`src/rtl/counter_core.sv`:
```
// Configurable up/down counter with boundary-event pulse and a one-entry record buffer.
// Build macro COUNTER_SAT_EN enables saturate mode via the sat input; otherwise the counter always wraps.
module counter_core #(
  parameter int unsigned WIDTH = 8,
  parameter int unsigned LIMIT = (2**WIDTH) - 1
) (
  input  logic             clock,
  input  logic             reset,
  input  logic             en,
  input  logic             up,
  input  logic             load,
  input  logic [WIDTH-1:0] load_val,
  input  logic             sat,
  output logic [WIDTH-1:0] count,
  output logic             tc,
  output logic             evt_valid,
  input  logic             evt_ready,
  output logic [8:0]       evt_data,
  output logic             drop
);

  localparam logic [WIDTH-1:0] LIM = WIDTH'(LIMIT);
  localparam logic [WIDTH-1:0] ONE = WIDTH'(1);

  logic [WIDTH-1:0] count_q, count_d;
  logic             tc_q, tc_d;
  logic             evt_valid_q, evt_valid_d;
  logic [8:0]       evt_data_q, evt_data_d;
  logic             drop_q, drop_d;
  logic [7:0]       seq_q, seq_d;
  logic             sat_on;
  logic             boundary;

`ifdef COUNTER_SAT_EN
  assign sat_on = sat;
`else
  logic unused_sat;
  assign unused_sat = sat;
  assign sat_on     = 1'b0;
`endif

  always_comb begin
    count_d     = count_q;
    tc_d        = 1'b0;
    seq_d       = seq_q;
    evt_valid_d = evt_valid_q;
    evt_data_d  = evt_data_q;
    drop_d      = drop_q;
    boundary    = 1'b0;

    if (load) begin
      count_d = (load_val > LIM) ? LIM : load_val;
    end else if (en) begin
      if (up) begin
        if (count_q < LIM) count_d = count_q + ONE;
        else begin
          boundary = 1'b1;
          count_d  = sat_on ? count_q : '0;
        end
      end else begin
        if (count_q != '0) count_d = count_q - ONE;
        else begin
          boundary = 1'b1;
          count_d  = sat_on ? count_q : LIM;
        end
      end
    end

    // A consumer accepting in the same cycle as a new event frees the slot for it.
    if (boundary) begin
      tc_d  = 1'b1;
      seq_d = seq_q + 8'd1;
      if (!evt_valid_q || evt_ready) begin
        evt_valid_d = 1'b1;
        evt_data_d  = {up, seq_d};
      end else begin
        drop_d = 1'b1;
      end
    end else if (evt_valid_q && evt_ready) begin
      evt_valid_d = 1'b0;
    end
  end

  always_ff @(posedge clock or negedge reset) begin
    if (!reset) begin
      count_q     <= '0;
      tc_q        <= 1'b0;
      seq_q       <= '0;
      evt_valid_q <= 1'b0;
      evt_data_q  <= '0;
      drop_q      <= 1'b0;
    end else begin
      count_q     <= count_d;
      tc_q        <= tc_d;
      seq_q       <= seq_d;
      evt_valid_q <= evt_valid_d;
      evt_data_q  <= evt_data_d;
      drop_q      <= drop_d;
    end
  end

  assign count     = count_q;
  assign tc        = tc_q;
  assign evt_valid = evt_valid_q;
  assign evt_data  = evt_data_q;
  assign drop      = drop_q;

endmodule
```
`config.mk`:
```
export PLATFORM = sky130hd
export DESIGN_NAME = counter_core
export DESIGN_NICKNAME = d
export VERILOG_FILES = /design/src/rtl/counter_core.sv
export SDC_FILE = /design/constraint.sdc
export NUM_CORES = 1
export LEC_CHECK = 0
export CAP_MARGIN = 25
export CORE_ASPECT_RATIO = 1.5
export CORE_MARGIN = 2
export CORE_UTILIZATION = 46
export CTS_CLUSTER_DIAMETER = 30
export DETAILED_ROUTE_END_ITERATION = 6
export GPL_ROUTABILITY_DRIVEN = 0
export GPL_TIMING_DRIVEN = 0
export PLACE_DENSITY_LB_ADDON = 0.1
export SKIP_CTS_REPAIR_TIMING = 1
export SYNTH_ARGS = -nofsm -noshare
export SYNTH_HDL_FRONTEND = slang
export SYNTH_SLANG_ARGS = --single-unit
```
`constraint.sdc`:
```
create_clock -name clock -period 2.1 [get_ports clock]
set_clock_uncertainty 0.15 [all_clocks]
set_input_delay 0.42 -clock clock [delete_from_list [all_inputs] [get_ports clock]]
set_output_delay 0.42 -clock clock [all_outputs]
set_load 0.01 [all_outputs]
```
==> impl_results.md, run 1 <==
- Portion of the clock cycle consumed by the worst path in the final layout: 1.11
- Part of the total power dissipated in combinational logic: 0.292
- Worst relative slew slack: 0.590
- Final antenna-violating net count: 0
- WL/cell: roughly 16 µm
- Antenna cell count: 0
- Switching power share of the total: 0.290
- Number of fill cells: around 300
- Maximum fanout count along the critical path: 5
- Initial Util: 0.472
- Net count of the mapped netlist: 193
- Largest net degree at the start of global routing: 20
- Number of antenna violations at the first check in global routing: 0
- Slowest Stage Delay on Critical Path: between 0.5 and 0.6 ns
- Core Rows: 27
- Max Freq: between 400 and 500 MHz
- Count of routing violations after the opening detailed-route iteration: 32
- RSZ-0062 raised after global routing: true
- Hold_ws: 0.351 ns
- Mapped Avg Cell Area: 9.81 µm²
- TritonCTS clock tree: done
- Cts bufs inserted: 3
- Crit path arrival time: roughly 2.3 ns
- Post-synth top area share: 0.411
- Kind of critical path: reg -> reg
- Max-cap violations: 0
- Number of distinct library cells after synthesis: 46
- Fraction of final layout cells with drive strength greater than 1: 0.230
- DRT Wirelength: around 4300 µm
- PD cells: roughly 540 nW/µm²
- Area occupied by multi-input gates: approximately 1000 µm²
- Maximum level of the CTS H-tree: 1
- Post-layout net count: approximately 250
- Core Area: approximately 3600 µm²
- Post-Syn Area: 1710 µm²
- Total leakage power: ~1.0 nW
- Synthesized instance count: between 150 and 200
- Total of warnings raised by yosys: 0
- Type of element capturing the critical path: flop
- Setup Slack @ Placement: -0.355 ns
- Post-route DRC: 0
- Part of the power in the clock network: 0.229
- Int Power: around 910 µW
- Post-layout minimum cycle time: between 2 and 2.5 ns
- Sequential standard cell area: roughly 700 µm²
- Final cell area excluding filler cells: between 2000 and 2500 µm²
- Total net switching power: 372 µW
- Part of the Yosys area used for sequential elements: 0.411
- Cell accounting for the most synthesized area: sky130_fd_sc_hd__dfrtp_1
- Instance count along the most critical hold path: 1
- Ratio of routed vias to standard cells: about 5.6
- Detailed placer's ending HPWL: around 3100 µm
- Failing checks: setup timing
- Startpoint type of the worst setup path: flop
- Max rail drop VDD: 400 µV
- Growth of design area from synthesis to finish: 40.0%
- Proportion of register bits with asynchronous set or reset after synthesis: 1.00
- Area contributors post-synth: sky130_fd_sc_hd__dfrtp_1 (41%), sky130_fd_sc_hd__mux2_2 (6.6%), sky130_fd_sc_hd__xnor2_1 (5.1%)
- Number of vias after detailed routing: between 1500 and 2000
- Setup-failing EPs final: 14
- Area of the die: approximately 4200 µm²
- Slowest stage cell, crit path: sky130_fd_sc_hd__or4_4
- Ordered list of cells on the worst path: buf_6 -> or4_4 -> nor3_4 -> o211a_4 -> clkbuf_16 -> mux2_4
- Number of enable-type register cells in the synthesized netlist: 0
- Class of the tightest hold or removal check: reg -> reg
- Final hold viol count: 0
- Number of cells on the worst reg-to-reg path: 6
- Worst path setup slack after routing: -0.229 ns
- Number of storage elements in the synthesis netlist: 28
- Count of pins on the block boundary: 35
- Number of buffers inserted by port buffering: 32
- Clk buf depth: 2
- Status: finished with violations
- Total cell area at the placement stage: about 2200 µm²
- Skew-Pair Late Insertion Delay: roughly 0.27 ns
- Max-slew violations: 0
- Total gr overflow: 0
- Number of global-route vias before repair: roughly 1500
- Clock transition at path regs: roughly 0.09 ns
- Root buffer cell: sky130_fd_sc_hd__clkbuf_8
- Top FF cell, synth: sky130_fd_sc_hd__dfrtp_1
- Proportion of power drawn by flip-flops and latches: 0.479
- Slew at the pin closest to its max-slew limit: roughly 0.61 ns
- First-pass GRT wire length: ~6700 µm
- Overall fraction of global-route tracks in use: 0.209
- Die H: 78.6 µm
- Required time at the worst-slack endpoint: ~2.1 ns
- TritonCTS Sinks: 28
- Total negative setup slack: -2.30 ns
- Total iterations of the first detailed-routing run: 4
- Die Wd: roughly 54 µm
## through the flow
step | utilization | instances | power [mW]
finish | 0.661 | 269 | 1.28
global route | 0.661 | 269 | 1.36
CTS | 0.608 | 254 | 1.23
detailed placement | 0.596 | 250 | 0.935
global placement | 0.588 | 249 | 0.919
floorplan | - | 174 | 0.799
## registers in the layout (all words and copies together), names as in the netlist
signal     cells
drop           1
evt_data       9
seq_q          8
count          8
evt_valid      1
tc             1
## cells in the mapped netlist, drive strengths merged (3+ instances only)
cell	n
ha	4
buf	3
a211oi	4
o211ai	4
mux2	10
o21ai	6
dfrtp	28
a21oi	7
nand2	11
xnor2	10
nand3	9
nor2	11
and3	4
inv	6
clkbuf	10
nor3b	4
xor2	7
nor3	5
## layer usage
| metal | track usage | routed length (µm) | vias up |
|---|---|---|---|
| li1 | - | - | 730 |
| met1 | 0.228 | 1630 | 744 |
| met2 | 0.399 | 2450 | 25 |
| met3 | 0.0171 | 85 | 10 |
| met4 | 0.0615 | 94 | 0 |
| met5 | 0 | 0 | - |
## worst max-delay path: cells and delay by family (launching register included)
family	cells	cell delay (ns)
mux	1	0.29
simple gates	2	0.87
compound gates	1	0.24
flops	1	0.40
buf+inv	2	0.28
## placed cells by master, fill, tap and decap left out, drive strengths merged, types with 2 or more instances in the layout
| master | count |
|---|---|
| a211oi | 4 |
| a21oi | 7 |
| and3 | 4 |
| and4 | 2 |
| buf | 19 |
| clkbuf | 14 |
| clkdlybuf4s50 | 32 |
| dfrtp | 28 |
| ha | 4 |
| inv | 6 |
| mux2 | 10 |
| mux2i | 2 |
| nand2 | 11 |
| nand2b | 2 |
| nand3 | 9 |
| nor2 | 11 |
| nor3 | 5 |
| nor3b | 4 |
| nor4 | 2 |
| o211ai | 4 |
| o21a | 2 |
| o21ai | 6 |
| or3 | 2 |
| xnor2 | 10 |
| xor2 | 7 |
## power groups by stage
stage	Clock (mW)	Combinational, mW	Sequential, mW
after global routing	0.332	0.408	0.619
after detailed placement	0	0.311	0.624
after global placement	0	0.297	0.622
after CTS	0.307	0.311	0.614
final	0.293	0.374	0.613
after floorplan	0	0.173	0.625
## final timing paths
kind	start	slack [ns]	endpoint
max in group asynchronous	reset	0.92	count[5]
setup reg to reg	count[4]	-0.23	evt_data[1]
hold reg to reg	seq_q[7]	0.35	seq_q[7]
min in group asynchronous	reset	0.38	evt_data[3]
hold / removal	seq_q[7]	0.35	seq_q[7]
setup / recovery	count[4]	-0.23	evt_data[1]
## cells by family (layout without fill, tap and decap cells)
group / after synthesis / count (layout) / share of synthesized area
and+or+nand+nor: 58 / 58 / 0.194
AOI/OAI and AO/OA: 36 / 36 / 0.147
DFF: 28 / 28 / 0.411
buffers and inverters: 19 / 71 / 0.0550
xor gates and xnor gates: 17 / 17 / 0.0872
muxes: 12 / 12 / 0.0777
adders and majority gates: 4 / 4 / 0.0293
## cell type report
| type | instances | share of cell area |
|---|---|---|
| buffer | 12 | 0.0304 |
| clock buffer | 4 | 0.0188 |
| inverter | 6 | 0.00942 |
| multi-input combinational | 127 | 0.420 |
| sequential | 28 | 0.294 |
| tap | 43 | 0.0225 |
| timing repair buffer | 49 | 0.205 |
Power figures use the tool's default switching activity.
==> run 2: changes to the inputs <==
--- a/config.mk
+++ b/config.mk
@@ -7,7 +7,6 @@
 export LEC_CHECK = 0
 export CAP_MARGIN = 25
 export CORE_ASPECT_RATIO = 1.5
-export CORE_MARGIN = 2
 export CORE_UTILIZATION = 46
 export CTS_CLUSTER_DIAMETER = 30
 export DETAILED_ROUTE_END_ITERATION = 6
==> run 2 against run 1 <==
The run still ends with setup timing left. Die area decreased by 6.2%. Sequential cell count unchanged. Routed wire length fell by 3.5%. Hold slack worse by 0.0065 ns. First-iteration DRC count increased by 9.4%. Clock power up 13%. Design area shrank 2.0%. Largest cell class unchanged. Via count increased by 0.93%. Combinational power shrank 5.3%. Worst setup slack worse by 0.055 ns. Sequential share of layout area grew 0.60 points. Utilization rose by 1.2 points.
==> impl_results.md, run 2 (synthesized netlist as in run 1, its figures left out) <==
- Clock transition at path regs: 0.10 ns
- Post-route DRC: 0
- Total leakage power: roughly 1.1 nW
- Core Rows: 26
- Skew-Pair Late Insertion Delay: 0.27 ns
- Class of the tightest hold or removal check: reg -> reg
- Clk buf depth: 2
- First-pass GRT wire length: approximately 6700 µm
- Die Wd: between 50 and 60 µm
- Max Freq: roughly 420 MHz
- Worst path setup slack after routing: -0.284 ns
- Area of the die: between 3000 and 4000 µm²
- RSZ-0062 raised after global routing: true
- Startpoint type of the worst setup path: flop
- Number of buffers inserted by port buffering: 32
- Largest net degree at the start of global routing: 21
- Required time at the worst-slack endpoint: between 2 and 2.5 ns
- PD cells: between 500 and 600 nW/µm²
- Ratio of routed vias to standard cells: between 5 and 6
- Hold_ws: 0.344 ns
- Total negative setup slack: -3.05 ns
- Number of vias after detailed routing: between 1500 and 2000
- Kind of critical path: reg -> reg
- Number of global-route vias before repair: 1473
- Final cell utilization of the core: 0.673
- Number of antenna violations at the first check in global routing: 0
- Root buffer cell: sky130_fd_sc_hd__clkbuf_8
- Busiest grt layer: met2
- WL/cell: 15.6 µm
- Total gr overflow: 0
- Die H: approximately 77 µm
- Final antenna-violating net count: 0
- Post-layout minimum cycle time: ~2.4 ns
- Portion of the clock cycle consumed by the worst path in the final layout: 1.14
- Filler-free cell count of the finished design: ~260
- TritonCTS Sinks: 28
- Failing checks: setup timing
- Max-cap violations: 0
- Slew at the pin closest to its max-slew limit: approximately 0.55 ns
- Cell Count Post-Placement: around 250
- Final hold viol count: 0
- Met2 Usage GRT: 0.406
- DRT Wirelength: approximately 4000 µm
- Grt met1 use: 0.237
- Type of element capturing the critical path: flop
- Detailed placer's ending HPWL: a little over 3000 µm
- Core Area: 3480 µm²
- Growth of design area from synthesis to finish: 37.2%
- Total iterations of the first detailed-routing run: 4
- TritonCTS clock tree: done
- Max FFs per register: 9
- Maximum level of the CTS H-tree: 1
- Worst relative slew slack: 0.633
- Fraction of final layout cells with drive strength greater than 1: 0.216
- Max rail drop VDD: 347 µV
- Overall power of the completed layout: approximately 1.3 mW
- Antenna cell count: 0
- Max-slew violations: 0
- Count of pins on the block boundary: 35
- Maximum fanout count along the critical path: 9
- Most common cell after layout, fill and taps aside: sky130_fd_sc_hd__clkdlybuf4s50_1
- Count of routing violations after the opening detailed-route iteration: 35
- Commonest non-fill, non-tap cells in the layout: sky130_fd_sc_hd__clkdlybuf4s50_1 (32), sky130_fd_sc_hd__dfrtp_1 (26), sky130_fd_sc_hd__nor2_1 (11), sky130_fd_sc_hd__nand2_1 (11), sky130_fd_sc_hd__buf_4 (11)
- Overall fraction of global-route tracks in use: 0.218
- Crit path arrival time: 2.39 ns
- Cts bufs inserted: 3
- Initial Util: 0.490
- Global Route met3 Usage: 0.0220
- Status: finished with violations
- Setup-failing EPs final: 17
- Post-layout net count: approximately 240
==> run 2: power breakdown <==
group,total (mW),internal [mW],switching [mW],leakage [nW]
Clock,0.332,0.168,0.164,0.0288
Sequential,0.614,0.570,0.0438,0.367
Combinational,0.354,0.189,0.165,0.656
Total,1.30,0.927,0.373,1.05
==> run 2: area by class of cell <==
| class | count | area [µm²] |
|---|---|---|
| clock buffer | 4 | 55.1 |
| timing repair buffer | 45 | 442 |
| multi-input combinational | 127 | 995 |
| tap | 42 | 52.6 |
| sequential | 28 | 703 |
| buffer | 12 | 72.6 |
| inverter | 6 | 22.5 |
| fill | 279 | 1140 |
==> run 2: metrics by stage <==
stage | setup WS [ns] | instance area [µm²]
floorplan | -0.154 | 1750
detailed placement | -0.343 | 2150
global route | -0.351 | 2340
global placement | -0.328 | 2120
CTS | -0.329 | 2210
finish | -0.284 | 2340
==> run 2: final timing paths <==
kind | from | to | slack (ns) | cells past startpoint
setup / recovery | count[5] | evt_data[1] | -0.28 | 6
hold / removal | drop | drop | 0.34 | 1
setup reg to reg | count[5] | evt_data[1] | -0.28 | 6
hold reg to reg | drop | drop | 0.34 | 1
max in group asynchronous | reset | evt_valid | 0.97 | 2
min in group asynchronous | reset | evt_data[3] | 0.35 | 1
==> run 2: routing by layer <==
| metal | vias up | wire length [µm] |
|---|---|---|
| met5 | - | 0 |
| met4 | 0 | 73 |
| met3 | 10 | 150 |
| met2 | 48 | 2330 |
| met1 | 749 | 1560 |
| li1 | 716 | - |
==> run 2: critical path, stage by stage, from the launching register on <==
cell and delay [ns]:
sky130_fd_sc_hd__dfrtp_1 0.41, sky130_fd_sc_hd__buf_6 0.13, sky130_fd_sc_hd__or4_4 0.55, sky130_fd_sc_hd__nor3_4 0.36
sky130_fd_sc_hd__o211a_1 0.21, sky130_fd_sc_hd__buf_8 0.15, sky130_fd_sc_hd__mux2_4 0.31
